==> src/rtl/lockstep_pkg.sv <==
// Shared definitions for the dual-core lockstep run sequencer and the checker skew logic.
package lockstep_pkg;

   typedef enum logic [2:0] {
      ST_IDLE        = 3'd0,
      ST_RESET_CORES = 3'd1,
      ST_RUN0        = 3'd2,
      ST_RUN_BOTH    = 3'd3,
      ST_PASS        = 3'd4,
      ST_FAULT       = 3'd5
   } ls_state_t;

   localparam logic CAUSE_MISMATCH = 1'b0;
   localparam logic CAUSE_TIMEOUT  = 1'b1;

   localparam int DEF_DELAY_CYCLES = 5;
   localparam int DEF_HOLD_CYCLES  = 4;

endpackage

==> src/rtl/ls_phase_counter.sv <==
// Phase counter shared by the hold, skew and watchdog phases; tc flags count == limit.
module ls_phase_counter #(
   parameter int CNT_W = 10
) (
   input  logic             clk,
   input  logic             rst,
   input  logic             clr,
   input  logic             en,
   input  logic [CNT_W-1:0] limit,
   output logic             tc
);

   logic [CNT_W-1:0] cnt_q;

   always_ff @(posedge clk) begin
      if (rst || clr) begin
         cnt_q <= '0;
      end else if (en) begin
         cnt_q <= cnt_q + CNT_W'(1);
      end
   end

   assign tc = (cnt_q == limit);

endmodule

==> src/rtl/lockstep_run_ctrl.sv <==
// Run sequencer for the lockstep core pair: reset hold, staggered start, supervised run, retry/fault.
//
// state       | meaning
// IDLE        | waiting for start, cores out of reset and not started
// RESET_CORES | holding both cores in reset for HOLD_CYCLES
// RUN0        | core0 running alone for DELAY_CYCLES
// RUN_BOTH    | both cores running, watching mismatch/done/watchdog
// PASS        | run completed cleanly, held until clear
// FAULT       | retries exhausted, held until clear
module lockstep_run_ctrl
   import lockstep_pkg::*;
#(
   parameter int DELAY_CYCLES   = DEF_DELAY_CYCLES,
   parameter int HOLD_CYCLES    = DEF_HOLD_CYCLES,
   parameter int MAX_RETRY      = 2,
   parameter int TIMEOUT_CYCLES = 1000,
   parameter int CNT_W          = 10,
   parameter int RC_W           = 2
) (
   input  logic            clk,
   input  logic            rst,
   input  logic            start,
   input  logic            clear,
   input  logic            mismatch,
   input  logic [1:0]      done,
   output logic            core_rst_n,
   output logic            start_core0,
   output logic            start_core1,
   output logic            busy,
   output logic            pass,
   output logic            fault,
   output logic            last_cause,
   output logic [RC_W-1:0] retry_count,
   output logic [2:0]      state
);

   localparam logic [CNT_W-1:0] HOLD_LIM    = CNT_W'(HOLD_CYCLES - 1);
   localparam logic [CNT_W-1:0] DELAY_LIM   = CNT_W'(DELAY_CYCLES - 1);
   localparam logic [CNT_W-1:0] TIMEOUT_LIM = CNT_W'(TIMEOUT_CYCLES - 1);
   localparam logic [RC_W-1:0]  RETRY_MAX   = RC_W'(MAX_RETRY);

   ls_state_t        state_q, state_d;
   logic [CNT_W-1:0] limit;
   logic             cnt_en, cnt_clr, cnt_tc;
   logic             done0_q;
   logic [RC_W-1:0]  retry_q;
   logic             cause_q;
   logic             fail_run, fail_cause;

   // Any state change restarts the phase count, so each phase begins at zero.
   assign cnt_clr = (state_d != state_q);

   ls_phase_counter #(.CNT_W(CNT_W)) u_phase_cnt (
      .clk   (clk),
      .rst   (rst),
      .clr   (cnt_clr),
      .en    (cnt_en),
      .limit (limit),
      .tc    (cnt_tc)
   );

   always_ff @(posedge clk) begin
      if (rst) begin
         state_q <= ST_IDLE;
      end else begin
         state_q <= state_d;
      end
   end

   always_comb begin
      state_d    = state_q;
      limit      = '0;
      cnt_en     = 1'b0;
      fail_run   = 1'b0;
      fail_cause = CAUSE_MISMATCH;
      if (clear) begin
         state_d = ST_IDLE;
      end else begin
         case (state_q)
            ST_IDLE: begin
               if (start) state_d = ST_RESET_CORES;
            end
            ST_RESET_CORES: begin
               cnt_en = 1'b1;
               limit  = HOLD_LIM;
               if (cnt_tc) state_d = ST_RUN0;
            end
            ST_RUN0: begin
               cnt_en = 1'b1;
               limit  = DELAY_LIM;
               if (cnt_tc) state_d = ST_RUN_BOTH;
            end
            ST_RUN_BOTH: begin
               cnt_en = 1'b1;
               limit  = TIMEOUT_LIM;
               if (mismatch) begin
                  fail_run = 1'b1;
               end else if (cnt_tc) begin
                  fail_run   = 1'b1;
                  fail_cause = CAUSE_TIMEOUT;
               end else if ((done0_q || done[0]) && done[1]) begin
                  state_d = ST_PASS;
               end
               if (fail_run) begin
                  state_d = (retry_q == RETRY_MAX) ? ST_FAULT : ST_RESET_CORES;
               end
            end
            ST_PASS:  state_d = ST_PASS;
            ST_FAULT: state_d = ST_FAULT;
            default:  state_d = ST_IDLE;
         endcase
      end
   end

   always_ff @(posedge clk) begin
      if (rst) begin
         done0_q <= 1'b0;
         retry_q <= '0;
         cause_q <= CAUSE_MISMATCH;
      end else begin
         if (state_q == ST_RESET_CORES && state_d == ST_RUN0) begin
            done0_q <= 1'b0;
         end else if ((state_q == ST_RUN0 || state_q == ST_RUN_BOTH) && done[0]) begin
            done0_q <= 1'b1;
         end
         if (clear || (state_q == ST_IDLE && start)) begin
            retry_q <= '0;
         end else if (fail_run && retry_q != RETRY_MAX) begin
            retry_q <= retry_q + RC_W'(1);
         end
         if (fail_run) cause_q <= fail_cause;
      end
   end

   always_comb begin
      core_rst_n  = 1'b1;
      start_core0 = 1'b0;
      start_core1 = 1'b0;
      busy        = 1'b0;
      pass        = 1'b0;
      fault       = 1'b0;
      case (state_q)
         ST_RESET_CORES: begin
            core_rst_n = 1'b0;
            busy       = 1'b1;
         end
         ST_RUN0: begin
            start_core0 = 1'b1;
            busy        = 1'b1;
         end
         ST_RUN_BOTH: begin
            start_core0 = 1'b1;
            start_core1 = 1'b1;
            busy        = 1'b1;
         end
         ST_PASS:  pass  = 1'b1;
         ST_FAULT: fault = 1'b1;
         default:  ;
      endcase
   end

   assign state       = state_q;
   assign retry_count = retry_q;
   assign last_cause  = cause_q;

endmodule

==> config.mk <==
export PLATFORM = sky130hd
export DESIGN_NAME = lockstep_run_ctrl
export DESIGN_NICKNAME = d
export VERILOG_FILES = /design/src/rtl/lockstep_pkg.sv /design/src/rtl/ls_phase_counter.sv /design/src/rtl/lockstep_run_ctrl.sv
export SDC_FILE = /design/constraint.sdc
export NUM_CORES = 1
export LEC_CHECK = 0
export ABC_AREA = 1
export CAP_MARGIN = 20
export CORE_MARGIN = 8
export CORE_UTILIZATION = 39
export DETAILED_ROUTE_END_ITERATION = 8
export DONT_BUFFER_PORTS = 1
export RECOVER_POWER = 50
export SLEW_MARGIN = 40
export SYNTH_ARGS = -nofsm -noshare
export SYNTH_HDL_FRONTEND = slang
export SYNTH_SLANG_ARGS = --single-unit
export TNS_END_PERCENT = 20
==> constraint.sdc <==
create_clock -name clk -period 2.51 [get_ports clk]
set_clock_uncertainty 0.2 [all_clocks]
set_input_delay 0.251 -clock clk [delete_from_list [all_inputs] [get_ports clk]]
set_output_delay 0.251 -clock clk [all_outputs]
set_load 0.05 [all_outputs]
After elaboration in Yosys (flattened, before gate mapping)
Index checks and enable logic that the tools add are counted.
- RAM bits: 0
- output and inout port bits: 12
- register bits after elaboration: 17
- latch bits: 0
- bits in read-only memories: 0
- input port bits: 7
- memories kept: 0
- eq/ne operators: 10
- bitwise gates (word level): 0
- shift-type cells: 0
- multipliers: 0
- reductions and logical operators: 14
- muxes and demuxes: 28
- order comparisons: 0
- $add $sub $neg: 2
- div/mod/pow operators: 0
- operators with widths (operator ; number):
    10-bit one-hot mux with 3 select lines ; 1
    3-bit two-way mux ; 9
    3-bit one-hot mux with 6 select lines ; 1
    1-bit two-way mux ; 16
    10-bit by 1-bit adder with 10-bit output, second input constant ; 1
    10-bit == test ; 1
    10-bit two-way mux ; 1
    3-bit by 2-bit == test with 1-bit output, second input constant ; 3
    3-bit == test, second input constant ; 2
    2-bit OR reduction ; 3
    1-bit logical AND ; 5
    1-bit logical OR ; 4
    3-bit by 1-bit == test with 1-bit output, second input constant ; 1
    3-bit zero test ; 1
    3-bit inequality test ; 1
    3-bit OR reduction ; 1
    2-bit by 1-bit adder with 2-bit output, second input constant ; 1
    2-bit == test, second input constant ; 1
    2-bit inequality test, second input constant ; 1

Longest topological paths before layout
- depth after elaboration: 14
- mapped depth: 15
- depth with buffers taken out: 14

By module
Synthesis repeated with hierarchy kept, for this count alone.
- cells, all modules: 198
- area, all modules: 1194.9 um^2
- by module, submodules not included (module ; sequential area each (um^2) ; instances ; cells each ; area each (um^2)):
    ls_phase_counter ; 200.2 ; 1 ; 112 ; 660.6
    lockstep_run_ctrl ; 140.1 ; 1 ; 86 ; 534.3

Least setup slack after synthesis
OpenSTA, ideal clock, no wires.
- path type: reg-to-reg
- from: reg state_q[0] (netlist: state[0])
- to: reg u_phase_cnt.cnt_q[9]
- data arrival time: 2369 ps
- library setup time: 116 ps
- slack: -175 ps
- clock period less this slack: 2685 ps
- cell stages (with the launch flop): 11
- data required time: 2194 ps
- cell sequence: dfxtp_1 -> buf_2 -> nor2_1 -> nor2_2 -> nand2_2 -> nor3_2 -> nand3_1 -> nor2_2 -> nand3_1 -> xor2_1 -> nor2_2
- elaborated cells on any way between the ends: 27
- RTL lines (element ; RTL line ; source):
    start: declaration ; lockstep_run_ctrl.sv:42 ; ls_state_t state_q, state_d;
    start signal: assignment ; lockstep_run_ctrl.sv:66 ; state_q <= state_d;
    3-bit by 1-bit == test with 1-bit output / 3-bit by 2-bit == test with 1-bit output (equally long branches) ; n/a ;
    3-bit OR reduction (no line) (*) ; n/a ;
    1-bit two-way mux (*) ; n/a ;
    named net busy ; lockstep_run_ctrl.sv:29 ; output logic busy,
    1-bit two-way mux (*) ; lockstep_run_ctrl.sv:76 ; if (clear) begin
    end signal: assignment ; ls_phase_counter.sv:19 ; cnt_q <= cnt_q + CNT_W'(1);
    end: declaration ; ls_phase_counter.sv:13 ; logic [CNT_W-1:0] cnt_q;
Mark *: on every way through the listed nets, which the timed path passes. The rest lies on a longest branch. The select of a mux whose other input is x is not followed.
A chain may end at the register's enable or synchronous reset.

Worst setup path after layout
- from: in clear
- to: reg cause_q (netlist: last_cause)
- word-level cells in the longest chain between the ends: 8
- elaborated cells on any way between the ends: 11
- RTL lines (element ; RTL line ; source):
    start: declaration ; lockstep_run_ctrl.sv:23 ; input logic clear,
    10-bit two-way mux ; lockstep_run_ctrl.sv:76 ;
    10-bit == test ; ls_phase_counter.sv:23 ; assign tc = (cnt_q == limit);
    1-bit two-way mux ; lockstep_run_ctrl.sv:98 ; end else if (cnt_tc) begin
    1-bit two-way mux ; lockstep_run_ctrl.sv:96 ; if (mismatch) begin
    1-bit two-way mux ; lockstep_run_ctrl.sv:79 ; case (state_q)
    1-bit two-way mux ; lockstep_run_ctrl.sv:76 ;
    1-bit two-way mux ; lockstep_run_ctrl.sv:79 ;
    1-bit two-way mux ; lockstep_run_ctrl.sv:76 ;
    end signal: assignment ; lockstep_run_ctrl.sv:131 ; if (fail_run) cause_q <= fail_cause;
    end: declaration ; lockstep_run_ctrl.sv:47 ; logic cause_q;
Parallel ways exist; a longest one is shown, timed or not. The select of a mux whose other input is x is not followed.

==> summary.txt <==
Outcome
  – Outcome: finished clean

Synth
  – Post-synth ARST share: 0
  – Yosys cell types: 27
  – Synth Warn #: 0
  – Prevailing post-synth register cell: dfxtp_1
  – Synthesized area per cell: ~7.3 µm²
  – Mapped Cells: 155
  – Mapped Nets: approximately 160
  – EDFF count, synth: 0
  – Synthesized area: ~1100 µm²
  – Register area share after synthesis: 0.3002
  – Synthesized flop and latch total: 17

Finish
  – Commonest non-fill, non-tap cells in the layout: nand2_1, inv_1, nor2_1
  – Most common cell after layout, fill and taps aside: nand2_1
  – Share of post-route cells with drive strength above 1: 0.2727
  – Area Overhead vs Synth: 16.34%
  – Fillers: 285
  – Non-Filler Instances: 207
  – Nets@finish: 186
  – Inserted Diodes: 0

Worst setup path
  – Delay-heaviest family, CP: buffers and inverters
  – WP buf/inv: 3
  – Crit Path Max Fanout: 6
  – Startpoint Class: primary input
  – Setup CP Type: in2reg
  – Critical Path Max Stage Delay: 0.60 ns
  – Slowest CP cell: dlygate4sd3_1
  – CP arrival: between 2 and 2.5 ns
  – Critical path cell sequence: dlygate4sd3_1 -> inv_4 -> nand3_2 -> nand2_1 -> nand3_2 -> nor2_4 -> nand2_4 -> nand2_4 -> nand2_2 -> o21ai_0 -> a21oi_1 -> dlygate4sd3_1
  – CP Capture Type: register
  – CP required: around 2.5 ns

Global route
  – Number of global-route vias before repair: between 900 and 1,000
  – GRT Total Usage: 0.1050
  – Grt ovf: 0
  – Largest net degree at the start of global routing: 11
  – First-pass GRT wire length: between 4000 and 5000 µm
  – Initial antenna violation count: 0

Die
  – Die ar.: just under 5000 µm²
  – Starting Density: 0.4111
  – Vert. Die Dim: between 60 and 70 µm
  – Core Footprint: 2758 µm²
  – # rows: 19
  – Die width: approximately 70 µm
  – I/O pins: 19

Power and ir drop
  – Clock power share: 0.298
  – Int Pwr: about 360 µW
  – Worst vdd ir: approximately 0.00028 V
  – Share of power burned in registers: 0.530
  – P_sw: ~160 µW
  – Final total power: 520.7 µW
  – Leakage: 0.0005587 µW
  – Gate power share: 0.172
  – PwrDens: approximately 390 nW/µm²
  – Sw Share: 0.3051

Timing
  – Max-slew violations: 0
  – Maximum clock rate: between 0.4 and 0.5 GHz
  – Slew @ Worst Pin: just under 0.7 ns
  – Final Hold Viols: 0
  – Tcrit/Tclk final: 0.9481
  – RSZ-0062 raised after global routing: no
  – Final min period: 2.380 ns
  – Final setup violation count: 0
  – Slew headroom: 0.5429
  – Total Neg Setup Slack: 0 ns

Placement
  – IO buf count: 0
  – Post-DP HPWL: a little under 2000 µm
  – GP Congestion: between 0.8 and 0.9
  – Post-placement cell count: around 190

Drt
  – DR iter-0 viols: 71
  – WL/cell: 12.62 µm
  – Vias/cell: just under 5
  – Via count: roughly 1,000
  – Routed WL: 2613 µm
  – TritonRoute pass-1 iters: 4
  – Drt drc: 0
  – DRT antenna net count: 0

Clocking
  – Longest Clk Path Bufs: 2
  – TritonCTS clock tree: done
  – Root buf cell: clkbuf_4
  – Worst-Skew Late Latency: approximately 0.3 ns
  – CTS buffer count: 3
  – Reg clk slew, reported paths: about 0.11 ns
  – H-tree Lvls: 1
  – CTS sink cnt: 17

Flow run
  – Max-cap viol count: 0

Hold path
  – Hold Crit Class: in2reg
-- cells by family after synthesis --
kind of cell	count (synthesis)	synth area share
buffers and inverters	25	0.09050
AO/OA/AOI/OAI	11	0.05740
XOR/XNOR	9	0.06954
multiplexers	1	0.008830
flip-flops	17	0.3002
AND/OR/NAND/NOR	90	0.4514
adder cells (fa/ha/maj)	2	0.02207
-- worst paths after layout --
check | start | to | slack [ns] | cells past startpoint
worst max-delay path | clear | last_cause$_SDFFE_PP0P_ | 0.13 | 12
worst min-delay path | clear | done0_q$_SDFFE_PP0P_ | 0.005 | 4
worst max register to register | state[0]$_SDFF_PP0_ | last_cause$_SDFFE_PP0P_ | 0.21 | 10
worst min register to register | retry_count[0]$_SDFFE_PP0P_ | retry_count[0]$_SDFFE_PP0P_ | 0.31 | 2
-- per-layer routing --
layer / share of wire / vias up / global-route usage / wire, µm
li1: - / 528 / - / -
met1: 0.49 / 445 / 0.1369 / 1285
met2: 0.45 / 21 / 0.1624 / 1178
met3: 0.040 / 4 / 0.02401 / 104
met4: 0.017 / 0 / 0.04018 / 45
met5: 0 / - / 0 / 0
-- registers in the layout (all words and copies together) (netlist names) --
register	count
done0_q	1
last_cause	1
retry_count	2
state	3
u_phase_cnt.cnt_q	10
-- power by group through the flow --
stage | clock network [µW] | registers [µW] | logic, µW
after detailed placement | 0 | 282 | 80.1
final | 155 | 276 | 89.3
after global placement | 0 | 282 | 79.3
after CTS | 165 | 276 | 86.2
after floorplan | 0 | 284 | 63.3
after global routing | 173 | 277 | 97.9
-- metrics by stage --
| stage | setup slack [ns] | util | hold slack, ns | cell area (µm²) |
|---|---|---|---|---|
| 5_1_grt | 0.01490 | 0.4782 | 0.04589 | 1319 |
| 3_5_place_dp | 0.3779 | 0.4496 | 0.1200 | 1240 |
| 3_3_place_gp | 0.4084 | 0.4496 | 0.1198 | 1240 |
| 4_1_cts | 0.07546 | 0.4773 | 0.007459 | 1316 |
| 2_1_floorplan | 0.03606 | - | 0.1152 | 1142 |
| 6_report | 0.1303 | 0.4782 | 0.005202 | 1319 |
-- synth_stat cells, drive strengths merged, types with 2 or more instances --
cell type	count	area [µm²]
a21oi	5	28.78
buf	2	16.26
dfxtp	17	340.3
ha	2	25.02
inv	23	86.33
nand2	27	126.4
nand3	21	147.7
nand4	2	12.51
nor2	35	193.9
nor3	4	25.02
o21ai	5	28.78
xnor2	3	26.28
xor2	6	52.55
-- final cells by class --
class	instances	area, µm²	share of cell area
well taps	31	38.79	0.02941
clock buffers	4	26.28	0.01992
multi-input cells	113	698.2	0.5294
inverters	23	88.84	0.06736
repair buffers	19	125.1	0.09488
flip-flops and latches	17	341.6	0.2590
-- tightest hold or removal path, cell delays in order --
cell      delay [ns]
nor2_1          0.03
nand2_2         0.07
o211ai_1        0.08
inv_1           0.05
-- repair_timing --
action,4_1_cts,5_1_grt
hold buffers,5,0
hold endpoints to repair,7,0
setup buffers,0,4
resized for setup,0,2
setup endpoints to repair,0,1
Power figures use the tool's default switching activity.
